<file path="src/rtl/multicycle_control.sv">
// Multi-cycle RV32I control sequencer: walks each instruction through
// fetch / decode / execute / memory / writeback and drives the datapath
// enables and mux selects as a pure function of the current state.
//
// Memory handshake: mem_req is the valid; mem_ready is the ready. A transfer
// completes on the rising edge where both are high. While mem_req is high and
// mem_ready is low, the address select and mem_we hold steady. mem_ready is
// ignored whenever mem_req is low.
module multicycle_control (
  input  logic       clk,
  input  logic       reset,
  input  logic [6:0] opcode,
  input  logic [2:0] funct3,
  input  logic       funct7b5,
  input  logic       zero,
  input  logic       lt,
  input  logic       ltu,
  input  logic       mem_ready,
  output logic       mem_req,
  output logic       mem_we,
  output logic       adr_src,
  output logic       ir_write,
  output logic       pc_write,
  output logic       reg_write,
  output logic [1:0] alu_src_a,
  output logic [1:0] alu_src_b,
  output logic [1:0] result_src,
  output logic [3:0] alu_control,
  output logic       halted,
  output logic [3:0] o_state
);

  typedef enum logic [3:0] {
    S_RESET, S_FETCH, S_DECODE, S_MEMADR, S_MEMREAD, S_MEMWB, S_MEMWRITE,
    S_EXECR, S_EXECI, S_LUI, S_AUIPC, S_ALUWB, S_BRANCH, S_JALRADR, S_JAL,
    S_TRAP
  } state_t;

  localparam logic [6:0] OP_LOAD   = 7'b0000011;
  localparam logic [6:0] OP_STORE  = 7'b0100011;
  localparam logic [6:0] OP_RTYPE  = 7'b0110011;
  localparam logic [6:0] OP_ITYPE  = 7'b0010011;
  localparam logic [6:0] OP_BRANCH = 7'b1100011;
  localparam logic [6:0] OP_JAL    = 7'b1101111;
  localparam logic [6:0] OP_JALR   = 7'b1100111;
  localparam logic [6:0] OP_LUI    = 7'b0110111;
  localparam logic [6:0] OP_AUIPC  = 7'b0010111;

  localparam logic [3:0] ALU_ADD  = 4'b0000;
  localparam logic [3:0] ALU_SUB  = 4'b0001;
  localparam logic [3:0] ALU_SLL  = 4'b0010;
  localparam logic [3:0] ALU_SLT  = 4'b0011;
  localparam logic [3:0] ALU_SLTU = 4'b0100;
  localparam logic [3:0] ALU_XOR  = 4'b0101;
  localparam logic [3:0] ALU_SRL  = 4'b0110;
  localparam logic [3:0] ALU_SRA  = 4'b0111;
  localparam logic [3:0] ALU_OR   = 4'b1000;
  localparam logic [3:0] ALU_AND  = 4'b1001;

  state_t     r_state;
  state_t     w_next_state;
  logic [3:0] w_alu_dec;
  logic       w_taken;

  assign o_state = r_state;

  // State register; reset is asynchronous so mem_req drops mid-transfer.
  always_ff @(posedge clk or posedge reset) begin
    if (reset) r_state <= S_RESET;
    else       r_state <= w_next_state;
  end

  // ALU operation for R/I-type execute; SUB only exists for register form.
  always_comb begin
    w_alu_dec = ALU_ADD;
    case (funct3)
      3'b000: w_alu_dec = (funct7b5 && (r_state == S_EXECR)) ? ALU_SUB : ALU_ADD;
      3'b001: w_alu_dec = ALU_SLL;
      3'b010: w_alu_dec = ALU_SLT;
      3'b011: w_alu_dec = ALU_SLTU;
      3'b100: w_alu_dec = ALU_XOR;
      3'b101: w_alu_dec = funct7b5 ? ALU_SRA : ALU_SRL;
      3'b110: w_alu_dec = ALU_OR;
      3'b111: w_alu_dec = ALU_AND;
      default: w_alu_dec = ALU_ADD;
    endcase
  end

  // Branch taken condition from the ALU flags of rs1 - rs2.
  always_comb begin
    w_taken = 1'b0;
    case (funct3)
      3'b000: w_taken = zero;
      3'b001: w_taken = !zero;
      3'b100: w_taken = lt;
      3'b101: w_taken = !lt;
      3'b110: w_taken = ltu;
      3'b111: w_taken = !ltu;
      default: w_taken = 1'b0;
    endcase
  end

  // Next-state and datapath control outputs, all zero unless a state sets them.
  always_comb begin
    w_next_state = r_state;
    mem_req      = 1'b0;
    mem_we       = 1'b0;
    adr_src      = 1'b0;
    ir_write     = 1'b0;
    pc_write     = 1'b0;
    reg_write    = 1'b0;
    alu_src_a    = 2'b00;
    alu_src_b    = 2'b00;
    result_src   = 2'b00;
    alu_control  = ALU_ADD;
    halted       = 1'b0;
    case (r_state)
      S_RESET: w_next_state = S_FETCH;
      S_FETCH: begin
        mem_req    = 1'b1;
        alu_src_b  = 2'b10;
        result_src = 2'b10;
        if (mem_ready) begin
          ir_write     = 1'b1;
          pc_write     = 1'b1;
          w_next_state = S_DECODE;
        end
      end
      S_DECODE: begin
        // Precompute OldPC + imm (branch / JAL target) into ALUOut.
        alu_src_a = 2'b01;
        alu_src_b = 2'b01;
        case (opcode)
          OP_LOAD, OP_STORE: w_next_state = S_MEMADR;
          OP_RTYPE:          w_next_state = S_EXECR;
          OP_ITYPE:          w_next_state = S_EXECI;
          OP_BRANCH:         w_next_state = S_BRANCH;
          OP_JAL:            w_next_state = S_JAL;
          OP_JALR:           w_next_state = S_JALRADR;
          OP_LUI:            w_next_state = S_LUI;
          OP_AUIPC:          w_next_state = S_AUIPC;
          default:           w_next_state = S_TRAP;
        endcase
      end
      S_MEMADR: begin
        alu_src_a    = 2'b10;
        alu_src_b    = 2'b01;
        w_next_state = (opcode == OP_STORE) ? S_MEMWRITE : S_MEMREAD;
      end
      S_MEMREAD: begin
        mem_req = 1'b1;
        adr_src = 1'b1;
        if (mem_ready) w_next_state = S_MEMWB;
      end
      S_MEMWB: begin
        result_src   = 2'b01;
        reg_write    = 1'b1;
        w_next_state = S_FETCH;
      end
      S_MEMWRITE: begin
        mem_req = 1'b1;
        mem_we  = 1'b1;
        adr_src = 1'b1;
        if (mem_ready) w_next_state = S_FETCH;
      end
      S_EXECR: begin
        alu_src_a    = 2'b10;
        alu_control  = w_alu_dec;
        w_next_state = S_ALUWB;
      end
      S_EXECI: begin
        alu_src_a    = 2'b10;
        alu_src_b    = 2'b01;
        alu_control  = w_alu_dec;
        w_next_state = S_ALUWB;
      end
      S_LUI: begin
        alu_src_a    = 2'b11;
        alu_src_b    = 2'b01;
        w_next_state = S_ALUWB;
      end
      S_AUIPC: begin
        alu_src_a    = 2'b01;
        alu_src_b    = 2'b01;
        w_next_state = S_ALUWB;
      end
      S_ALUWB: begin
        reg_write    = 1'b1;
        w_next_state = S_FETCH;
      end
      S_BRANCH: begin
        // ALUOut still holds the target computed in DECODE.
        alu_src_a    = 2'b10;
        alu_control  = ALU_SUB;
        pc_write     = w_taken;
        w_next_state = S_FETCH;
      end
      S_JALRADR: begin
        alu_src_a    = 2'b10;
        alu_src_b    = 2'b01;
        w_next_state = S_JAL;
      end
      S_JAL: begin
        // PC takes the target from ALUOut while the ALU forms OldPC + 4 for rd.
        alu_src_a    = 2'b01;
        alu_src_b    = 2'b10;
        pc_write     = 1'b1;
        w_next_state = S_ALUWB;
      end
      S_TRAP: halted = 1'b1;
      default: w_next_state = S_RESET;
    endcase
  end

endmodule

</file>
<file path="config.mk">
export PLATFORM = sky130hd
export DESIGN_NAME = multicycle_control
export DESIGN_NICKNAME = d
export VERILOG_FILES = /design/src/rtl/multicycle_control.sv
export SDC_FILE = /design/constraint.sdc
export NUM_CORES = 1
export LEC_CHECK = 0
export BUFFER_PORTS_ARGS = -buffer_cell sky130_fd_sc_hd__buf_4
export CORE_AREA = 2 2 44 46
export CTS_CLUSTER_SIZE = 20
export DETAILED_ROUTE_END_ITERATION = 8
export DIE_AREA = 0 0 46 48
export GPL_TIMING_DRIVEN = 1
export MAX_ROUTING_LAYER = met4
export PLACE_DENSITY_LB_ADDON = 0.2
export SLEW_MARGIN = 5
export SYNTH_ARGS = -nofsm -noshare
export SYNTH_HDL_FRONTEND = slang
export SYNTH_SLANG_ARGS = --single-unit
</file>
<file path="constraint.sdc">
create_clock -name clk -period 1.95 [get_ports clk]
set_input_delay 0.195 -clock clk [delete_from_list [all_inputs] [get_ports clk]]
set_output_delay 0.195 -clock clk [all_outputs]
set_load 0.005 [all_outputs]
</file>
# ---- Word level (Yosys, flattened, before mapping)
# Index checks and enable logic that the tools add are counted.
dict set report totals {
  regBits 4
  out_inout_bits 21
}
dict set report op_classes {
  n_mux 22
  n_eq_ne 34
  n_reduce_logical 19
}
# operator n
set op_table {}
lappend op_table {{4-bit case mux with 8 select lines} 3}
lappend op_table {{4-bit == test, second input constant} 8}
lappend op_table {{7-bit by 6-bit == test with 1-bit output, second input constant} 3}
lappend op_table {{7-bit == test, second input constant} 3}
lappend op_table {{4-bit by 3-bit == test with 1-bit output, second input constant} 4}
lappend op_table {{7-bit by 5-bit == test with 1-bit output, second input constant} 2}
lappend op_table {{3-bit == test, second input constant} 4}
lappend op_table {{4-bit 2-to-1 mux} 3}
lappend op_table {{2-bit OR reduction} 5}
lappend op_table {{5-bit OR reduction} 2}
lappend op_table {{1-bit 2-to-1 mux} 9}
lappend op_table {{4-bit by 2-bit == test with 1-bit output, second input constant} 2}
lappend op_table {{2-bit case mux with 2 select lines} 2}
lappend op_table {{4-bit case mux with 2 select lines} 1}
lappend op_table {{8-bit nonzero test} 1}
lappend op_table {{7-bit by 2-bit == test with 1-bit output, second input constant} 1}
lappend op_table {{3-bit by 2-bit == test with 1-bit output, second input constant} 2}
lappend op_table {{2-bit != test, second input constant} 3}
lappend op_table {{1-bit case mux with 6 select lines} 1}
lappend op_table {{2-bit case mux with 3 select lines} 1}
lappend op_table {{3-bit OR reduction} 2}
lappend op_table {{6-bit OR reduction} 1}
lappend op_table {{4-bit by 1-bit == test with 1-bit output, second input constant} 1}
lappend op_table {{4-bit zero test} 1}
lappend op_table {{other kinds (8)} 10}

# ---- Depth between registers and ports, before layout
# Gate-level depths: netlist of the first run.
dict set report depth {
  ltp_word 5
  depth_mapped 6
}

# ---- Worst setup path after synthesis of the first run
# OpenSTA, ideal clock, no wires.
dict set report synth_timing {
  path_type {register to output}
  start {reg r_state[1], in the netlist o_state[1]}
  end {out pc_write}
  t_required_ns 1.755
  stages_incl_launch_ff 7
  setup_slack_ns 0.381
  t_arrival_ns 1.374
  n_path_buf 1
  cell_sequence {dfrtp_1 buf_2 nand2b_1 or3_1 inv_2 and2_1 a31o_1}
}
dict set report synth_via {
  elab_chain_len 2
  word_cells_on_any_way 4
  classes_between {eq/ne (3); mux (1)}
}
# item line
set synth_rtl {}
lappend synth_rtl {{from (decl)} 60} ;# state_t r_state;
lappend synth_rtl {{from (signal assigned)} 70} ;# else r_state <= w_next_state;
lappend synth_rtl {{4-bit == test or 4-bit by 1-bit == test with 1-bit output (tied branches)} 117} ;# case (r_state)
lappend synth_rtl {{1-bit case mux with 3 select lines (*)} 117}
lappend synth_rtl {{to (decl)} 23} ;# output logic pc_write,
# Mark *: on every way between the ends. The rest lies on a longest branch, timed or not.

# ---- Final worst setup path of the first run
dict set report layout_timing {
  start {reg r_state[1], in the netlist o_state[1]}
  end {out alu_control[0]}
}
dict set report layout_via {
  elab_chain_len 5
  word_cells_on_any_way 8
  classes_between {eq/ne (3); mux (3); reduce/logical (2)}
}
# item line
set layout_rtl {}
lappend layout_rtl {{4-bit by 3-bit == test with 1-bit output} {77, 117}}
lappend layout_rtl {{1-bit logical AND} 77} ;# 3'b000: w_alu_dec = (funct7b5 && (r_state == S_EXECR)) ? ALU_SUB : ALU_ADD;
lappend layout_rtl {{1-bit 2-to-1 mux} 77}
lappend layout_rtl {{4-bit case mux with 8 select lines} 76} ;# case (funct3)
lappend layout_rtl {{4-bit case mux with 2 select lines (*)} 117}
lappend layout_rtl {{to (decl)} 28} ;# output logic [3:0] alu_control,
# Marks and branches as above.

==> parameters.txt, run 1 <==
Parameter                              Value

Logic synthesis
  Top area cells in the synthesized netlist ... sky130_fd_sc_hd__dfrtp_1, sky130_fd_sc_hd__nand2_1, sky130_fd_sc_hd__nand2b_1
  Syn. warnings ... 0
  Post-synth cell types ... 42
  Mean instance size in the synthesized netlist ... 6.52 µm²
  Proportion of synthesized chip area in sequential cells ... 0.134
  Largest area contributor in the synthesized netlist ... sky130_fd_sc_hd__dfrtp_1
  Net count of the mapped netlist ... 132
  Post-synthesis cell count ... 115
  Share of the synthesized area in the top cell type ... 0.134
  Number of enable-type register cells in the synthesized netlist ... 0
  Most used flip-flop cell after synthesis ... sky130_fd_sc_hd__dfrtp_1
  Flip-flop and latch count after synthesis ... 4
  Mapped cell area ... 749 µm²
  Share of flip-flops with an asynchronous set or reset ... 1.00

GRT
  Number of global-route vias before repair ... around 780
  All-layer global routing usage ... 0.200
  Initial antenna violation count ... 0
  Pin count of the biggest net entering global routing ... 19
  Leftover overflow at the end of global routing ... 0
  Wire length of the first global-routing pass ... 3.26 mm

Worst setup path
  Data required time of the critical path ... 1.75 ns
  Number of cells traversed by the worst register-to-register path ... 5
  Worst R2R Setup Slack ... 0.34 ns
  Crit Path Class ... reg2out
  CP Capture Type ... primary output
  Worst EP arrival ... 1.64 ns
  CP startpoint kind ... flop
  Largest fanout of any net on the critical path ... 18

Clock tree
  Number of clock buffers inserted by TritonCTS ... 3
  Worst-skew pair later-pin latency ... ~0.23 ns
  Depth of the CTS H-tree ... 1
  Number of clock sinks ... 4
  Root buffer selected by CTS ... sky130_fd_sc_hd__clkbuf_4
  Buffer count from post-CTS setup fixing ... 0
  Clock tree from TritonCTS ... done
  Clock tree buffer depth ... 2
  Clock edge transition at the registers on the reported setup and hold paths ... around 0.040 ns

Drt
  Wire per inst ... between 10 and 15 µm
  Number of vias after detailed routing ... roughly 950
  Routed WL ... 2.13 mm
  Number of DRC markers after the initial detailed-route iteration ... 23
  Number of iterations in the first detailed-routing pass ... 4
  Ratio of routed vias to standard cells ... between 5 and 6
  Count of unresolved DRC violations after routing ... 0
  Number of routed nets with antenna violations ... 0

Run
  Count of max-cap constraint violations ... 0

Layout
  Antenna fix cells ... 0
  Most common library cell in the layout ignoring fill and taps ... sky130_fd_sc_hd__buf_4
  Number of fill cells in the layout ... 154
  Fraction of layout cells with a size suffix above 1 ... 0.329
  Area of the multi-input gates ... between 500 and 600 µm²
  Most frequent cells in the layout ... sky130_fd_sc_hd__buf_4, sky130_fd_sc_hd__nand2_1, sky130_fd_sc_hd__nor2_1
  Largest register FFs ... 4
  Storage cell area ... 101 µm²
  Final layout net count ... 168
  Post-route insts no fill ... 166
  Area grow syn2layout ... 41.9%

Floorplan
  Die Y-Extent ... 48 µm
  Cell row count ... 15
  Die Span X ... 46 µm
  Initial cell density of the core ... 0.444
  Core Footprint ... 1690 µm²
  I/O pin cnt ... 38
  Die area ... 2210 µm²

STA
  Setup_tns ... 0 ns
  Endpoints failing setup ... 0
  Period utilisation layout ... 0.943
  Final count of pins violating max slew ... 0
  Fmax achieved ... between 500 and 600 MHz
  Clock period minus worst slack ... 1.84 ns
  Actual transition at the worst max-transition pin ... 0.453 ns
  Tightest slew margin relative to the limit ... 0.694
  Final hold violation count ... 0
  Worst clock skew ... 0.00218 ns
  Crit path setup slack, layout ... between 0.1 and 0.15 ns
  Worst hold slack ... 0.302 ns
  RSZ-0062 raised after global routing ... false

Placement
  Buffers added on ports ... 37
  Worst setup slack before clock tree synthesis ... between 0.3 and 0.4 ns
  Gpl congestion ... 0.810
  Total instance count after detailed placement ... roughly 160
  Detailed-placement wirelength estimate ... about 1.7 mm

Power
  Highest ir drop seen on vdd ... roughly 0.00054 V
  Total power ... 1.27 mW
  Power density relative to cell area ... roughly 1200 nW/µm²
  Reported leakage power ... between 0.4 and 0.5 nW

Run status
  Outcome ... finished, final reports clean

Worst hold path
  Hold WC Path Type ... in2reg
  Cell depth of the worst hold path ... 3
==> cells by family (layout without fill, tap and decap cells) <==
kind of cell	Yosys count	after routing	share of synthesized area
XOR/XNOR	3	3	0.0351
AO/OA/AOI/OAI	37	37	0.321
multiplexers	2	2	0.0284
buffers and inverters	16	50	0.0851
flip-flops	4	4	0.134
AND/OR/NAND/NOR	53	53	0.397
==> synthesized netlist by cell type, types with 3 or more instances <==
master,count
sky130_fd_sc_hd__a211oi_1,3
sky130_fd_sc_hd__a21oi_1,7
sky130_fd_sc_hd__buf_2,3
sky130_fd_sc_hd__clkbuf_1,7
sky130_fd_sc_hd__dfrtp_1,4
sky130_fd_sc_hd__inv_1,3
sky130_fd_sc_hd__inv_2,3
sky130_fd_sc_hd__nand2_1,11
sky130_fd_sc_hd__nand2b_1,6
sky130_fd_sc_hd__nand3_1,3
sky130_fd_sc_hd__nor2_1,8
sky130_fd_sc_hd__nor2b_1,3
sky130_fd_sc_hd__nor3_1,4
sky130_fd_sc_hd__o21ai_0,4
sky130_fd_sc_hd__o21ai_1,5
sky130_fd_sc_hd__o22ai_1,5
sky130_fd_sc_hd__or3_1,3
==> per-stage QoR <==
stage                util  cell area [µm²]
floorplan               -              749
global placement    0.610             1030
detailed placement  0.610             1030
CTS                 0.629             1060
global route        0.630             1060
finish              0.630             1060
==> where the power goes <==
group | internal, mW | switching, mW | leakage (nW)
logic | 0.488 | 0.476 | 0.420
clock network | 0.0686 | 0.0299 | 0.0138
registers | 0.127 | 0.0788 | 0.0452
total | 0.684 | 0.584 | 0.479
==> final cells by class <==
| cell class | instances | share of cell area |
|---|---|---|
| Clock buffer | 3 | 0.0212 |
| Inverter | 6 | 0.0212 |
| Multi-Input combinational cell | 95 | 0.551 |
| Sequential cell | 4 | 0.0953 |
| Tap cell | 17 | 0.0200 |
| Timing Repair Buffer | 41 | 0.292 |
==> timing repair <==
item | 4_1_cts | 5_1_grt
hold endpoints to repair | 4 | 0
setup endpoints to repair | 0 | 1
resized for setup | 0 | 1
hold buffers | 1 | 0
==> critical path, stage by stage, from the launching register on <==
cell and delay, ns:
sky130_fd_sc_hd__dfrtp_1 0.38, sky130_fd_sc_hd__buf_4 0.20, sky130_fd_sc_hd__and4b_1 0.23, sky130_fd_sc_hd__a211o_1 0.29
sky130_fd_sc_hd__o2111ai_1 0.10, sky130_fd_sc_hd__nand2_1 0.08, sky130_fd_sc_hd__buf_4 0.13
==> routing by layer <==
metal / vias to the layer above / GRT usage / part of all wire
li1: 488 / - / -
met1: 436 / 0.230 / 0.42
met2: 21 / 0.392 / 0.55
met3: 0 / 0 / 0.035
met4: 0 / 0.0343 / 0
met5: - / - / 0
==> path summary, 6_finish.rpt <==
kind | startpoint | to
setup / recovery | o_state[1]$_DFFE_PP0P_ | alu_control[0]
hold / removal | opcode[6] | o_state[3]$_DFFE_PP0P_
setup reg to reg | o_state[0]$_DFFE_PP0P_ | o_state[2]$_DFFE_PP0P_
hold reg to reg | o_state[2]$_DFFE_PP0P_ | o_state[3]$_DFFE_PP0P_
max in group asynchronous | reset | o_state[2]$_DFFE_PP0P_
min in group asynchronous | reset | o_state[3]$_DFFE_PP0P_
Power figures use the tool's default switching activity.
==> inputs of run 2 (changes only) <==
--- a/config.mk
+++ b/config.mk
@@ -6,10 +6,11 @@
 export NUM_CORES = 1
 export LEC_CHECK = 0
 export BUFFER_PORTS_ARGS = -buffer_cell sky130_fd_sc_hd__buf_4
-export CORE_AREA = 2 2 44 46
+export CAP_MARGIN = 30
+export CORE_AREA = 3 3 45 47
 export CTS_CLUSTER_SIZE = 20
 export DETAILED_ROUTE_END_ITERATION = 8
-export DIE_AREA = 0 0 46 48
+export DIE_AREA = 0 0 48 50
 export GPL_TIMING_DRIVEN = 1
 export MAX_ROUTING_LAYER = met4
 export PLACE_DENSITY_LB_ADDON = 0.2
==> parameters.txt, run 2 (synthesis results as in run 1) <==
Parameter                              Value

GRT
  Number of global-route vias before repair ... 857 (was 776)
  Wire length of the first global-routing pass ... 3.43 mm (was 3.26 mm)
  Initial antenna violation count ... 0 (unchanged)
  All-layer global routing usage ... 0.193 (was 0.200)
  Leftover overflow at the end of global routing ... 0 (unchanged)
  Pin count of the biggest net entering global routing ... 17 (was 19)

Worst setup path
  Critical-path cell list ... nand2b_1, or3_1, inv_2, and2_1, a31o_1, buf_4 (was buf_4, and4b_1, a211o_1, o2111ai_1, nand2_1, buf_4)
  Worst R2R Setup Slack ... 0.43 ns (was 0.34 ns)
  Data required time of the critical path ... 1.75 ns (about the same)
  Slowest cell delay on critical path ... 0.44 ns (was 0.38 ns)
  Number of cells traversed by the worst register-to-register path ... 5 (unchanged)
  CP Capture Type ... primary output (unchanged)
  Largest fanout of any net on the critical path ... 9 (was 18)
  Crit Path Class ... reg2out (unchanged)
  Max stage delay cell, worst path ... sky130_fd_sc_hd__dfrtp_2 (was sky130_fd_sc_hd__dfrtp_1)
  CP startpoint kind ... flop (unchanged)
  Worst EP arrival ... 1.67 ns (was 1.64 ns)
  Crit. path cell count ... 6 (unchanged)
  WP buf/inv ... 2 (unchanged)
  Worst r2r src ... o_state[1]$_DFFE_PP0P_ (was o_state[0]$_DFFE_PP0P_)
  Cell family with most CP delay ... simple AND/OR/NAND/NOR gates (was compound AO/OA/AOI/OAI gates)
  End of the worst register-to-register path ... o_state[2]$_DFFE_PP0P_ (unchanged)

STA
  Final count of pins violating max slew ... 0 (unchanged)
  Worst hold slack ... 0.300 ns (was 0.302 ns)
  Period utilisation layout ... 0.954 (was 0.943)
  Endpoints failing setup ... 0 (unchanged)
  Worst clock skew ... 0.00311 ns (was 0.00218 ns)
  Setup_tns ... 0 ns (unchanged)
  RSZ-0062 raised after global routing ... false (unchanged)
  Tightest slew margin relative to the limit ... 0.714 (was 0.694)
  Final hold violation count ... 0 (unchanged)
  Clock period minus worst slack ... 1.86 ns (was 1.84 ns)
  Fmax achieved ... 537 MHz (was 544 MHz)
  Actual transition at the worst max-transition pin ... 0.424 ns (was 0.453 ns)

Drt
  Number of routed nets with antenna violations ... 0 (unchanged)
  Wire per inst ... 12.9 µm (was 12.8 µm)
  Ratio of routed vias to standard cells ... 5.79 (was 5.69)
  Routed WL ... 2.13 mm (about the same)
  Count of unresolved DRC violations after routing ... 0 (unchanged)
  Number of DRC markers after the initial detailed-route iteration ... 9 (was 23)
  Number of vias after detailed routing ... 956 (was 945)
  Number of iterations in the first detailed-routing pass ... 4 (unchanged)

Clock tree
  Clock tree from TritonCTS ... done (unchanged)
  Clock tree buffer depth ... 2 (unchanged)
  Depth of the CTS H-tree ... 1 (unchanged)
  Clock edge transition at the registers on the reported setup and hold paths ... 0.04 ns (about the same)
  Root buffer selected by CTS ... sky130_fd_sc_hd__clkbuf_4 (unchanged)
  Number of clock sinks ... 4 (unchanged)
  Worst-skew pair later-pin latency ... 0.24 ns (was 0.23 ns)
  Number of clock buffers inserted by TritonCTS ... 3 (unchanged)
  Buffer count from post-CTS setup fixing ... 0 (unchanged)

Power
  Total power ... 1.26 mW (was 1.27 mW)
  Reported leakage power ... 0.472 nW (was 0.479 nW)
  Highest ir drop seen on vdd ... 0.000485 V (was 0.000543 V)
  Power density relative to cell area ... 1190 nW/µm² (about the same)

Floorplan
  Initial cell density of the core ... 0.444 (unchanged)
  Die area ... 2400 µm² (was 2210 µm²)
  Die Y-Extent ... 50 µm (was 48 µm)
  Core Footprint ... 1690 µm² (unchanged)
  I/O pin cnt ... 38 (unchanged)
  Cell row count ... 15 (unchanged)
  Die Span X ... 48 µm (was 46 µm)

Worst hold path
  Startpoint of the worst hold path ... opcode[4] (was opcode[6])
  Hold WC Path Type ... in2reg (unchanged)
  End point of the most critical hold path ... o_state[1]$_DFFE_PP0P_ (was o_state[3]$_DFFE_PP0P_)
  Cell depth of the worst hold path ... 4 (was 3)

Layout
  Fraction of layout cells with a size suffix above 1 ... 0.345 (was 0.329)
  Core occupancy in the finished layout ... 0.627 (was 0.630)
  Area grow syn2layout ... 41.4% (was 41.9%)
  Final layout net count ... 167 (was 168)
  Antenna fix cells ... 0 (unchanged)
  Largest register FFs ... 4 (unchanged)
  Most common library cell in the layout ignoring fill and taps ... sky130_fd_sc_hd__buf_4 (unchanged)
  Most frequent cells in the layout ... sky130_fd_sc_hd__buf_4, sky130_fd_sc_hd__nand2_1, sky130_fd_sc_hd__nor2_1 (unchanged)

Run
  Count of max-cap constraint violations ... 0 (unchanged)

Placement
  Detailed-placement wirelength estimate ... 1.67 mm (about the same)
  Gpl congestion ... 0.806 (was 0.810)
  Buffers added on ports ... 37 (unchanged)

Run status
  Outcome ... finished, final reports clean (unchanged)
==> run 2: cell count changes in the layout (fill, tap and decap cells not counted), sizes merged <==
cell | before | now
buf | 40 | 39
==> run 2: worst max path at each step <==
| stage | start | to | slack (ns) |
|---|---|---|---|
| 2_1_floorplan | o_state[1]$_DFFE_PP0P_ | pc_write | 0.38 |
| 3_3_place_gp | o_state[3]$_DFFE_PP0P_ | alu_control[0] | 0.30 |
| 3_5_place_dp | o_state[3]$_DFFE_PP0P_ | alu_control[0] | 0.26 |
| 4_1_cts | o_state[3]$_DFFE_PP0P_ | alu_control[0] | 0.01 |
| 5_1_grt | o_state[1]$_DFFE_PP0P_ | pc_write | 0.007 |
| 6_report | o_state[1]$_DFFE_PP0P_ | pc_write | 0.09 |
==> run 2: worst reg2reg max path: stages (launching register included) <==
cell and delay [ns]:
sky130_fd_sc_hd__dfrtp_2 0.42, sky130_fd_sc_hd__buf_4 0.20, sky130_fd_sc_hd__nor4b_2 0.34, sky130_fd_sc_hd__o41ai_1 0.18, sky130_fd_sc_hd__a211o_1 0.25, sky130_fd_sc_hd__nand3_1 0.06
==> run 2: layout make-up <==
class                   count  area [µm²]
well taps                  17        21.3
flip-flops and latches      4         105
repair buffers             40         303
multi-input cells          95         586
clock buffers               3        22.5
fillers                   168         629
inverters                   6        22.5
==> run 2: metrics by stage <==
| step | instances | setup WS, ns | cell area (µm²) |
|---|---|---|---|
| floorplan | 115 | 0.381 | 749 |
| global route | 165 | 0.00670 | 1060 |
| finish | 165 | 0.0892 | 1060 |
| detailed placement | 161 | 0.260 | 1020 |
| CTS | 165 | 0.0131 | 1050 |
| global placement | 161 | 0.296 | 1020 |
==> run 2: routing by layer <==
metal / global-route usage / vias up / wire, µm
li1: - / 484 / -
met1: 0.202 / 433 / 883
met2: 0.337 / 35 / 1090
met3: 0.0292 / 4 / 123
met4: 0.0852 / 0 / 36
met5: - / - / 0
==> run 2: power by group <==
group	switching [mW]	total (mW)	internal (mW)
clock network	0.0337	0.102	0.0688
logic	0.425	0.900	0.475
registers	0.127	0.260	0.133
==> run 2: timing repair <==
item	4_1_cts	5_1_grt
hold buffers	1	0
endpoints found under the hold margin	4	0
endpoints found under the setup margin	0	5
resized for setup	0	4
==> inputs of run 3 (changes only) <==
--- a/config.mk
+++ b/config.mk
@@ -7,10 +7,11 @@
 export LEC_CHECK = 0
 export BUFFER_PORTS_ARGS = -buffer_cell sky130_fd_sc_hd__buf_4
 export CAP_MARGIN = 30
-export CORE_AREA = 3 3 45 47
+export CORE_AREA = 5 5 46 48
+export CTS_BUF_LIST = sky130_fd_sc_hd__clkbuf_4
 export CTS_CLUSTER_SIZE = 20
 export DETAILED_ROUTE_END_ITERATION = 8
-export DIE_AREA = 0 0 48 50
+export DIE_AREA = 0 0 51 53
 export GPL_TIMING_DRIVEN = 1
 export MAX_ROUTING_LAYER = met4
 export PLACE_DENSITY_LB_ADDON = 0.2
==> parameters.txt, run 3 (synthesis results as in run 1) <==
Parameter                              Value

Run status
  Outcome ... finished, final reports clean (unchanged)

Placement
  Gpl congestion ... 0.886 (was 0.806)
  Buffers added on ports ... 37 (unchanged)
  Detailed-placement wirelength estimate ... 1.71 mm (was 1.67 mm)

GRT
  Pin count of the biggest net entering global routing ... 15 (was 17)
  Initial antenna violation count ... 0 (unchanged)
  All-layer global routing usage ... 0.170 (was 0.193)
  Leftover overflow at the end of global routing ... 0 (unchanged)
  Wire length of the first global-routing pass ... 3.49 mm (was 3.43 mm)
  Number of global-route vias before repair ... 867 (was 857)

Worst setup path
  Critical-path cell list ... nand2b_1, or3_1, inv_2, and2_1, a31o_1, buf_4 (unchanged)
  Worst EP arrival ... 1.66 ns (was 1.67 ns)
  CP startpoint kind ... flop (unchanged)
  WP buf/inv ... 2 (unchanged)
  Crit Path Class ... reg2out (unchanged)
  CP Capture Type ... primary output (unchanged)
  Max stage delay cell, worst path ... sky130_fd_sc_hd__dfrtp_1 (was sky130_fd_sc_hd__dfrtp_2)
  Largest fanout of any net on the critical path ... 7 (was 9)
  Slowest cell delay on critical path ... 0.43 ns (was 0.44 ns)
  Cell family with most CP delay ... simple AND/OR/NAND/NOR gates (unchanged)
  Data required time of the critical path ... 1.75 ns (about the same)

STA
  Period utilisation layout ... 0.951 (was 0.954)
  Final hold violation count ... 0 (unchanged)
  Actual transition at the worst max-transition pin ... 0.430 ns (was 0.424 ns)
  Clock period minus worst slack ... 1.85 ns (was 1.86 ns)
  Final count of pins violating max slew ... 0 (unchanged)
  Tightest slew margin relative to the limit ... 0.710 (was 0.714)
  Fmax achieved ... 539 MHz (was 537 MHz)
  Worst clock skew ... 0.00780 ns (was 0.00311 ns)
  Setup_tns ... 0 ns (unchanged)
  Worst hold slack ... 0.293 ns (was 0.300 ns)
  Endpoints failing setup ... 0 (unchanged)

Clock tree
  Root buffer selected by CTS ... sky130_fd_sc_hd__clkbuf_4 (unchanged)
  Depth of the CTS H-tree ... 1 (unchanged)
  Worst-skew pair later-pin latency ... 0.24 ns (about the same)
  Clock tree from TritonCTS ... done (unchanged)
  Number of clock buffers inserted by TritonCTS ... 3 (unchanged)
  Clock edge transition at the registers on the reported setup and hold paths ... 0.04 ns (about the same)
  Clock tree buffer depth ... 2 (unchanged)
  Number of clock sinks ... 4 (unchanged)

Run
  Count of max-cap constraint violations ... 0 (unchanged)

Layout
  Storage cell area ... 101 µm² (was 105 µm²)
  Most frequent cells in the layout ... sky130_fd_sc_hd__buf_4, sky130_fd_sc_hd__nand2_1, sky130_fd_sc_hd__nor2_1 (unchanged)
  Antenna fix cells ... 0 (unchanged)
  Number of fill cells in the layout ... 169 (was 168)
  Largest register FFs ... 4 (unchanged)
  Area of the multi-input gates ... 591 µm² (was 586 µm²)
  Area grow syn2layout ... 43.6% (was 41.4%)
  Fraction of layout cells with a size suffix above 1 ... 0.340 (was 0.345)
  Final layout net count ... 169 (was 167)
  Most common library cell in the layout ignoring fill and taps ... sky130_fd_sc_hd__buf_4 (unchanged)

Drt
  Routed WL ... 2.16 mm (was 2.13 mm)
  Number of vias after detailed routing ... 964 (was 956)
  Number of DRC markers after the initial detailed-route iteration ... 11 (was 9)
  Ratio of routed vias to standard cells ... 5.77 (was 5.79)
  Count of unresolved DRC violations after routing ... 0 (unchanged)
  Number of routed nets with antenna violations ... 0 (unchanged)
  Wire per inst ... 12.9 µm (about the same)
  Number of iterations in the first detailed-routing pass ... 4 (unchanged)

Floorplan
  Cell row count ... 15 (unchanged)
  Initial cell density of the core ... 0.449 (was 0.444)
  I/O pin cnt ... 38 (unchanged)
  Core Footprint ... 1670 µm² (was 1690 µm²)
  Die Y-Extent ... 53 µm (was 50 µm)
  Die area ... 2700 µm² (was 2400 µm²)
  Die Span X ... 51 µm (was 48 µm)

Power
  Highest ir drop seen on vdd ... 0.000581 V (was 0.000485 V)
  Power density relative to cell area ... 1200 nW/µm² (was 1190 nW/µm²)
  Reported leakage power ... 0.485 nW (was 0.472 nW)

Worst hold path
  Hold WC Path Type ... in2reg (unchanged)
==> run 3: cell count changes in the layout (fill, tap and decap cells not counted) <==
cell	previous run	this run
sky130_fd_sc_hd__dfrtp_1	0	3
sky130_fd_sc_hd__dfrtp_2	4	1
sky130_fd_sc_hd__buf_4	39	41
sky130_fd_sc_hd__nor3_1	4	3
sky130_fd_sc_hd__nor3_2	0	1
==> run 3: cell type report <==
cell class / instances / area share
Clock buffer: 3 / 0.0209
Inverter: 6 / 0.0209
Multi-Input combinational cell: 95 / 0.549
Sequential cell: 4 / 0.0942
Tap cell: 17 / 0.0198
Timing Repair Buffer: 42 / 0.295
==> run 3: where the power goes <==
part,leakage (nW),internal [mW],switching (mW),total (mW)
Clock,0.0138,0.0691,0.0381,0.107
Sequential,0.0459,0.127,0.0803,0.207
Combinational,0.426,0.500,0.472,0.972
==> run 3: worst paths after layout <==
| check | end | slack [ns] | from | cells past startpoint |
|---|---|---|---|---|
| hold / removal | o_state[3]$_DFFE_PP0P_ | 0.29 | opcode[6] | 3 |
| max in group asynchronous | o_state[0]$_DFFE_PP0P_ | 1.39 | reset | 3 |
| setup reg to reg | o_state[2]$_DFFE_PP0P_ | 0.36 | o_state[0]$_DFFE_PP0P_ | 5 |
| setup / recovery | pc_write | 0.1 | o_state[1]$_DFFE_PP0P_ | 6 |
| min in group asynchronous | o_state[3]$_DFFE_PP0P_ | 0.39 | reset | 3 |
| hold reg to reg | o_state[0]$_DFFE_PP0P_ | 0.74 | o_state[0]$_DFFE_PP0P_ | 2 |
==> run 3: repair_timing <==
item,4_1_cts,5_1_grt
endpoints found under the setup margin,0,2
endpoints found under the hold margin,4,0
hold buffers,1,0
buffers inserted,0,0
resized for setup,0,2
==> run 3: tightest hold or removal path, cell delays in order <==
cell and delay [ns]:
sky130_fd_sc_hd__buf_4 0.11, sky130_fd_sc_hd__o41ai_1 0.10, sky130_fd_sc_hd__o21ai_1 0.08
==> run 3: routing by layer <==
| metal | global-route usage | vias to the layer above | wire length [µm] |
|---|---|---|---|
| li1 | - | 491 | - |
| met1 | 0.192 | 429 | 908 |
| met3 | 0.0254 | 5 | 171 |
| met2 | 0.300 | 39 | 1050 |
| met4 | 0.0673 | 0 | 31 |
| met5 | - | - | 0 |
==> run 3: stage by stage <==
stage	power [mW]	util	cell area [µm²]	setup WS [ns]	instances
floorplan	0.763	-	749	0.381	115
global placement	1.16	0.621	1040	0.390	163
detailed placement	1.17	0.621	1040	0.340	163
CTS	1.28	0.640	1070	0.0845	167
global route	1.41	0.644	1080	-0.00133	167
finish	1.29	0.644	1080	0.0953	167
